--- src/rtl/data_cache_ctrl_if.sv ---
// CPU load/store port and block-memory port of the data cache, bundled as one interface.
// slave is the cache's view; master is the CPU/memory side that drives it.
interface data_cache_ctrl_if;
  logic        READ;
  logic        WRITE;
  logic [7:0]  ADDRESS;
  logic [7:0]  WRITEDATA;
  logic [7:0]  READDATA;
  logic        BUSYWAIT;
  logic        MEM_READ;
  logic        MEM_WRITE;
  logic [5:0]  MEM_ADDRESS;
  logic [31:0] MEM_WRITEDATA;
  logic [31:0] MEM_READDATA;
  logic        MEM_BUSYWAIT;

  modport slave (
    input  READ, WRITE, ADDRESS, WRITEDATA, MEM_READDATA, MEM_BUSYWAIT,
    output READDATA, BUSYWAIT, MEM_READ, MEM_WRITE, MEM_ADDRESS, MEM_WRITEDATA
  );

  modport master (
    output READ, WRITE, ADDRESS, WRITEDATA, MEM_READDATA, MEM_BUSYWAIT,
    input  READDATA, BUSYWAIT, MEM_READ, MEM_WRITE, MEM_ADDRESS, MEM_WRITEDATA
  );
endinterface

--- src/rtl/data_cache_ctrl.sv ---
// Direct-mapped, write-back, write-allocate data cache: 8 blocks x 4 bytes,
// one outstanding block transfer toward memory at a time.
module data_cache_ctrl (
  input  logic              CLK,
  input  logic              RESET,
  data_cache_ctrl_if.slave  bus
);

  typedef enum logic [1:0] {IDLE, WRITEBACK, FETCH} state_t;

  state_t      state_q, state_d;
  logic [7:0]  valid_q, dirty_q;
  logic [2:0]  tag_q  [8];
  logic [31:0] data_q [8];

  logic [2:0]  req_tag_q, req_tag_d;
  logic [2:0]  req_idx_q, req_idx_d;
  logic        mem_read_q, mem_read_d;
  logic        mem_write_q, mem_write_d;
  logic [5:0]  mem_addr_q, mem_addr_d;
  logic [31:0] mem_wdata_q, mem_wdata_d;

  logic [2:0]  idx, tg;
  logic [1:0]  off;
  logic        req, hit;
  logic        store_hit, wb_done, fill;

  assign tg  = bus.ADDRESS[7:5];
  assign idx = bus.ADDRESS[4:2];
  assign off = bus.ADDRESS[1:0];
  assign req = bus.READ || bus.WRITE;
  assign hit = valid_q[idx] && (tag_q[idx] == tg);

  assign bus.BUSYWAIT      = !RESET && req && !(state_q == IDLE && hit);
  assign bus.READDATA      = data_q[idx][{off, 3'b000} +: 8];
  assign bus.MEM_READ      = mem_read_q;
  assign bus.MEM_WRITE     = mem_write_q;
  assign bus.MEM_ADDRESS   = mem_addr_q;
  assign bus.MEM_WRITEDATA = mem_wdata_q;

  always_comb begin
    state_d     = state_q;
    req_tag_d   = req_tag_q;
    req_idx_d   = req_idx_q;
    mem_read_d  = mem_read_q;
    mem_write_d = mem_write_q;
    mem_addr_d  = mem_addr_q;
    mem_wdata_d = mem_wdata_q;
    store_hit   = 1'b0;
    wb_done     = 1'b0;
    fill        = 1'b0;
    unique case (state_q)
      IDLE: begin
        if (req) begin
          if (hit) begin
            store_hit = bus.WRITE;
          end else begin
            req_tag_d = tg;
            req_idx_d = idx;
            if (valid_q[idx] && dirty_q[idx]) begin
              state_d     = WRITEBACK;
              mem_write_d = 1'b1;
              mem_addr_d  = {tag_q[idx], idx};
              mem_wdata_d = data_q[idx];
            end else begin
              state_d    = FETCH;
              mem_read_d = 1'b1;
              mem_addr_d = {tg, idx};
            end
          end
        end
      end
      WRITEBACK: begin
        // Hand over straight from write to read on the completing edge so the
        // two requests never overlap and no idle cycle is inserted.
        if (!bus.MEM_BUSYWAIT) begin
          wb_done     = 1'b1;
          state_d     = FETCH;
          mem_write_d = 1'b0;
          mem_read_d  = 1'b1;
          mem_addr_d  = {req_tag_q, req_idx_q};
        end
      end
      FETCH: begin
        if (!bus.MEM_BUSYWAIT) begin
          fill       = 1'b1;
          state_d    = IDLE;
          mem_read_d = 1'b0;
        end
      end
      default: state_d = IDLE;
    endcase
  end

  always_ff @(posedge CLK) begin
    if (RESET) begin
      state_q     <= IDLE;
      req_tag_q   <= '0;
      req_idx_q   <= '0;
      mem_read_q  <= 1'b0;
      mem_write_q <= 1'b0;
      mem_addr_q  <= '0;
      mem_wdata_q <= '0;
    end else begin
      state_q     <= state_d;
      req_tag_q   <= req_tag_d;
      req_idx_q   <= req_idx_d;
      mem_read_q  <= mem_read_d;
      mem_write_q <= mem_write_d;
      mem_addr_q  <= mem_addr_d;
      mem_wdata_q <= mem_wdata_d;
    end
  end

  // Fill and writeback use the latched index so CPU address changes mid-miss are harmless.
  always_ff @(posedge CLK) begin
    if (RESET) begin
      valid_q <= '0;
      dirty_q <= '0;
      tag_q   <= '{default: '0};
      data_q  <= '{default: '0};
    end else begin
      if (store_hit) begin
        data_q[idx][{off, 3'b000} +: 8] <= bus.WRITEDATA;
        dirty_q[idx]                    <= 1'b1;
      end
      if (wb_done) begin
        dirty_q[req_idx_q] <= 1'b0;
      end
      if (fill) begin
        data_q[req_idx_q]  <= bus.MEM_READDATA;
        tag_q[req_idx_q]   <= req_tag_q;
        valid_q[req_idx_q] <= 1'b1;
        dirty_q[req_idx_q] <= 1'b0;
      end
    end
  end

endmodule

--- src/flat_wrapper.sv ---
// flat-port wrapper written by rule: the top's interface ports become plain ports
module data_cache_ctrl_flat 
  (CLK, RESET, bus_READ, bus_WRITE, bus_ADDRESS, bus_WRITEDATA, bus_MEM_READDATA, bus_MEM_BUSYWAIT, bus_READDATA, bus_BUSYWAIT, bus_MEM_READ, bus_MEM_WRITE, bus_MEM_ADDRESS, bus_MEM_WRITEDATA);
  data_cache_ctrl_if bus_i ();
  input  logic CLK;
  input  logic RESET;
  input wire logic [$bits(bus_i.READ)-1:0] bus_READ;
  input wire logic [$bits(bus_i.WRITE)-1:0] bus_WRITE;
  input wire logic [$bits(bus_i.ADDRESS)-1:0] bus_ADDRESS;
  input wire logic [$bits(bus_i.WRITEDATA)-1:0] bus_WRITEDATA;
  input wire logic [$bits(bus_i.MEM_READDATA)-1:0] bus_MEM_READDATA;
  input wire logic [$bits(bus_i.MEM_BUSYWAIT)-1:0] bus_MEM_BUSYWAIT;
  output wire logic [$bits(bus_i.READDATA)-1:0] bus_READDATA;
  output wire logic [$bits(bus_i.BUSYWAIT)-1:0] bus_BUSYWAIT;
  output wire logic [$bits(bus_i.MEM_READ)-1:0] bus_MEM_READ;
  output wire logic [$bits(bus_i.MEM_WRITE)-1:0] bus_MEM_WRITE;
  output wire logic [$bits(bus_i.MEM_ADDRESS)-1:0] bus_MEM_ADDRESS;
  output wire logic [$bits(bus_i.MEM_WRITEDATA)-1:0] bus_MEM_WRITEDATA;
  assign bus_i.READ = bus_READ;
  assign bus_i.WRITE = bus_WRITE;
  assign bus_i.ADDRESS = bus_ADDRESS;
  assign bus_i.WRITEDATA = bus_WRITEDATA;
  assign bus_i.MEM_READDATA = bus_MEM_READDATA;
  assign bus_i.MEM_BUSYWAIT = bus_MEM_BUSYWAIT;
  assign bus_READDATA = bus_i.READDATA;
  assign bus_BUSYWAIT = bus_i.BUSYWAIT;
  assign bus_MEM_READ = bus_i.MEM_READ;
  assign bus_MEM_WRITE = bus_i.MEM_WRITE;
  assign bus_MEM_ADDRESS = bus_i.MEM_ADDRESS;
  assign bus_MEM_WRITEDATA = bus_i.MEM_WRITEDATA;
  data_cache_ctrl u_core (.CLK(CLK), .RESET(RESET), .bus(bus_i));
endmodule
--- config.mk ---
export PLATFORM = sky130hd
export DESIGN_NAME = data_cache_ctrl_flat
export DESIGN_NICKNAME = d
export VERILOG_FILES = /design/src/rtl/data_cache_ctrl_if.sv /design/src/rtl/data_cache_ctrl.sv /design/src/flat_wrapper.sv
export SDC_FILE = /design/constraint.sdc
export NUM_CORES = 1
export LEC_CHECK = 0
export CAP_MARGIN = 10
export CORE_MARGIN = 2
export CORE_UTILIZATION = 50
export DETAILED_ROUTE_END_ITERATION = 8
export PLACE_DENSITY = 0.79
export SYNTH_ARGS = -nofsm -noshare
export SYNTH_HDL_FRONTEND = slang
export SYNTH_SLANG_ARGS = --single-unit
--- constraint.sdc ---
create_clock -name CLK -period 11.9 [get_ports CLK]
set_input_delay 2.975 -clock CLK [delete_from_list [all_inputs] [get_ports CLK]]
set_output_delay 2.975 -clock CLK [all_outputs]
set_load 0.005 [all_outputs]
==> impl_metrics.csv <==
group,metric,value,unit
logic_synthesis,synthTopCellsByCount,"369 x nor2_1, 344 x dfxtp_1, 325 x mux2i_1, 271 x a211oi_1, 133 x clkbuf_1",
sta,finalHoldViolCount,0,
floorplanning,die_y,194,um
placed_design,io_buffers,101,
routing,via_per_inst,6.83,
floorplanning,fp.dieW,194,um
setup_path,r2r_end,"u_core.data_q[217]",
logic_synthesis,ys_types,55,
placed_design,place_area,19000,um2
setup_path,path_cells,"buf_4, buf_4, nor2_1, a221oi_1, o22ai_1, mux4_2, clkdlybuf4s50_1",
cells_and_area,area_delta_synth_final,11.4,%
setup_path,r2r_start,"u_core.tag_q[12]",
logic_synthesis,post-synth-top-count-cell,"nor2_1",
clocking,cts_buffers,37,
logic_synthesis,synthMuxAreaShare,0.211,
worst_hold_path,hp-class,"reg -> reg",
logic_synthesis,syn_area,18100,um2
clocking,cts_tree,"done",
cells_and_area,num-nets-final,1997,
grt,grt_pass1_wl,98000,um
sta,worstMarginPinSlew,1.22,ns
clocking,clk-insertion-delay-late,0.53,ns
cells_and_area,fillerInstances,3064,
routing,drt-pass1-iter-count,7,
clocking,cts_root_buf,"clkbuf_16",
worst_hold_path,whs_endpoint,"u_core.tag_q[16]",
setup_path,worstSetupPathType,"in -> out",
logic_synthesis,syn_inst,1989,
logic_synthesis,ys_seq_area_frac,0.381,
logic_synthesis,synth-main-ff-cell,"dfxtp_1",
floorplanning,io_pins,102,
cells_and_area,drive_above_1_share,0.0854,
clocking,clock-sinks,344,
clocking,cts_max_level,2,
setup_path,arrival,6.47,ns
clocking,cts_hold_buf,0,
sta,fin_crit,9.45,ns
setup_path,cp.buffers_inverters,3,
grt,antenna_found_initial,0,
clocking,cts_setup_buffers,0,
routing,first_iter_violations,2659,
routing,drc,0,
sta,setup_viol,0,
placed_design,gp_congestion,1.02,
routing,ant_nets,0,
sta,max_freq,0.106,GHz
logic_synthesis,synth_top_area_cell,"dfxtp_1",
sta,min_period_over_period,0.794,
logic_synthesis,synth-xor-area-share,0,
cells_and_area,stdcell_area,20100,um2
floorplanning,dieArea,37700,um2
sta,fin_skew,0.0169,ns
run,drv_cap,0,
setup_path,regToRegSetupSlack,8.34,ns
sta,maxSlewHeadroom,0.188,
clocking,cts_resized,0,
logic_synthesis,synth_compound_area_frac,0.188,
setup_path,reg2reg_depth,7,
grt,grt_usage,0.333,
grt,grt_max_degree,143,
cells_and_area,multiInputGateArea,10300,um2
cells_and_area,n_antenna_cell,0,
floorplanning,start_util,0.508,
setup_path,cp-end-kind,"primary output",
floorplanning,core,35600,um2
floorplanning,rows,69,
cells_and_area,ff_latch_area,6890,um2
routing,wirelength,64600,um
logic_synthesis,synthAdderAreaFrac,0.00554,
run_status,status,"completed",
setup_path,crit_family,"buffers and inverters",
logic_synthesis,synth_seq_cells,344,
placed_design,hpwl,43800,um
sta,maxSlewViolCount,0,
clocking,cts.clk_slew.worst_paths,0.06,ns
sta,rsz0062_at_grt,"false",
logic_synthesis,mappedNetlistNets,2050,
logic_synthesis,synth-simple-area-share,0.163,
worst_hold_path,min_from,"u_core.tag_q[16]",
setup_path,cpPeakStageDelay,0.76,ns
power,p_leak,6.50,nW
logic_synthesis,synth_top_area_frac,0.381,
worst_hold_path,hold_depth,2,
power,vdd.ir_drop.worst,0.124,mV
logic_synthesis,synth_edf_count,0,
setup_path,cp_common_cell,"buf_4",
logic_synthesis,synth_warnings,0,
setup_path,crit_slowest_cell,"a221oi_1",
routing,vias,16500,
logic_synthesis,synth_top_family_by_area,"multiplexers",
logic_synthesis,synthTopCellsByArea,"dfxtp_1 38%, mux2i_1 18%, a211oi_1 11%",
sta,fin_hold_ws,0.456,ns
grt,grt_pass1_vias,15540,
logic_synthesis,async_flop_share,0,
clocking,cts_buffer_depth,3,
setup_path,crit_required,8.93,ns
routing,wl_per_cell,26.7,um
setup_path,cp_max_fo,48,
sta,setup_tns,0,ns
grt,grt_remaining_overflow,0,
setup_path,critPathLaunchType,"primary input",
power,p_per_area,128,nW/um2
logic_synthesis,syn_avg_cell_area,9.09,um2
## final cells by class
cell class | instances | area share
multi-input combinational | 1414 | 0.511
clock buffer | 49 | 0.0522
inverter | 11 | 0.00205
timing repair buffer | 128 | 0.0599
sequential | 344 | 0.342
clock inverter | 10 | 0.00404
tap | 461 | 0.0286
## worst register-to-register path, cell delays in order (launching register included)
cell,delay (ns)
dfxtp_1,0.37
mux2i_1,0.10
o22a_1,0.25
and3_1,0.19
or4_4,0.89
nor4_4,1.18
mux2i_1,0.18
a211oi_1,0.29
## registers in the layout, indices dropped and copies added (netlist names)
register and count:
u_core.data_q 256, u_core.bus.MEM_WRITEDATA 32, u_core.tag_q 24, u_core.dirty_q 8, u_core.valid_q 8, u_core.bus.MEM_ADDRESS 6, u_core.req_idx_q 3, u_core.req_tag_q 3
u_core.state_q 2, u_core.bus.MEM_READ 1, u_core.bus.MEM_WRITE 1
## routing by layer
metal  part of all wire  vias up  global-route usage
met5                  0        -                   0
met4              0.051        0               0.141
met3               0.13      252              0.0962
met2               0.42     1212               0.492
met1               0.40     7883               0.452
li1                   -     7153                   -
## cells by family (layout without fill, tap and decap cells)
kind of cell / after synthesis / count (layout)
and+or+nand+nor: 577 / 577
DFF: 344 / 344
muxes: 362 / 362
buffers and inverters: 231 / 198
AOI/OAI and AO/OA: 467 / 467
adders and majority gates: 8 / 8
## metrics by stage
stage | util | power, mW | cells | setup slack, ns
detailed placement | 0.535 | 1.48 | 2358 | 2.63
finish | 0.566 | 2.58 | 2417 | 2.45
global route | 0.566 | 2.64 | 2417 | 2.44
floorplan | - | 1.39 | 1989 | 3.64
global placement | 0.535 | 1.48 | 2358 | 2.74
CTS | 0.566 | 2.57 | 2417 | 2.64
## worst max path at each step
| stage | from | to | slack [ns] | cells after the start |
|---|---|---|---|---|
| after floorplan | bus_ADDRESS[2] | bus_READDATA[1] | 3.64 | 10 |
| after global routing | bus_ADDRESS[3] | bus_BUSYWAIT | 2.44 | 9 |
| after global placement | bus_ADDRESS[2] | bus_READDATA[3] | 2.74 | 7 |
| after detailed placement | bus_ADDRESS[2] | bus_READDATA[3] | 2.63 | 7 |
| after CTS | bus_ADDRESS[2] | bus_READDATA[3] | 2.64 | 7 |
| final | bus_ADDRESS[2] | bus_READDATA[3] | 2.45 | 7 |
## power by group
group          switching, mW  internal, mW  total [mW]
registers             0.0259          1.18        1.20
clock network          0.471         0.638        1.11
logic                  0.180        0.0859       0.266
total                  0.677          1.90        2.58
## placed cells by master, fill, tap and decap left out, types with 8 or more instances in the layout
cell	n
mux4_2	13
clkbuf_16	37
and2_1	37
a211oi_1	271
a22oi_1	26
a21oi_1	61
inv_1	10
ha_1	8
clkbuf_8	8
mux2_2	22
mux2i_1	325
nor2_1	369
a221oi_1	39
nor4_4	32
a221o_1	8
dfxtp_1	344
nand2_1	74
nor3_1	25
clkdlybuf4s50_1	97
buf_4	28
o21ai_0	16
Note: power is estimated with default switching activity, not from simulation.
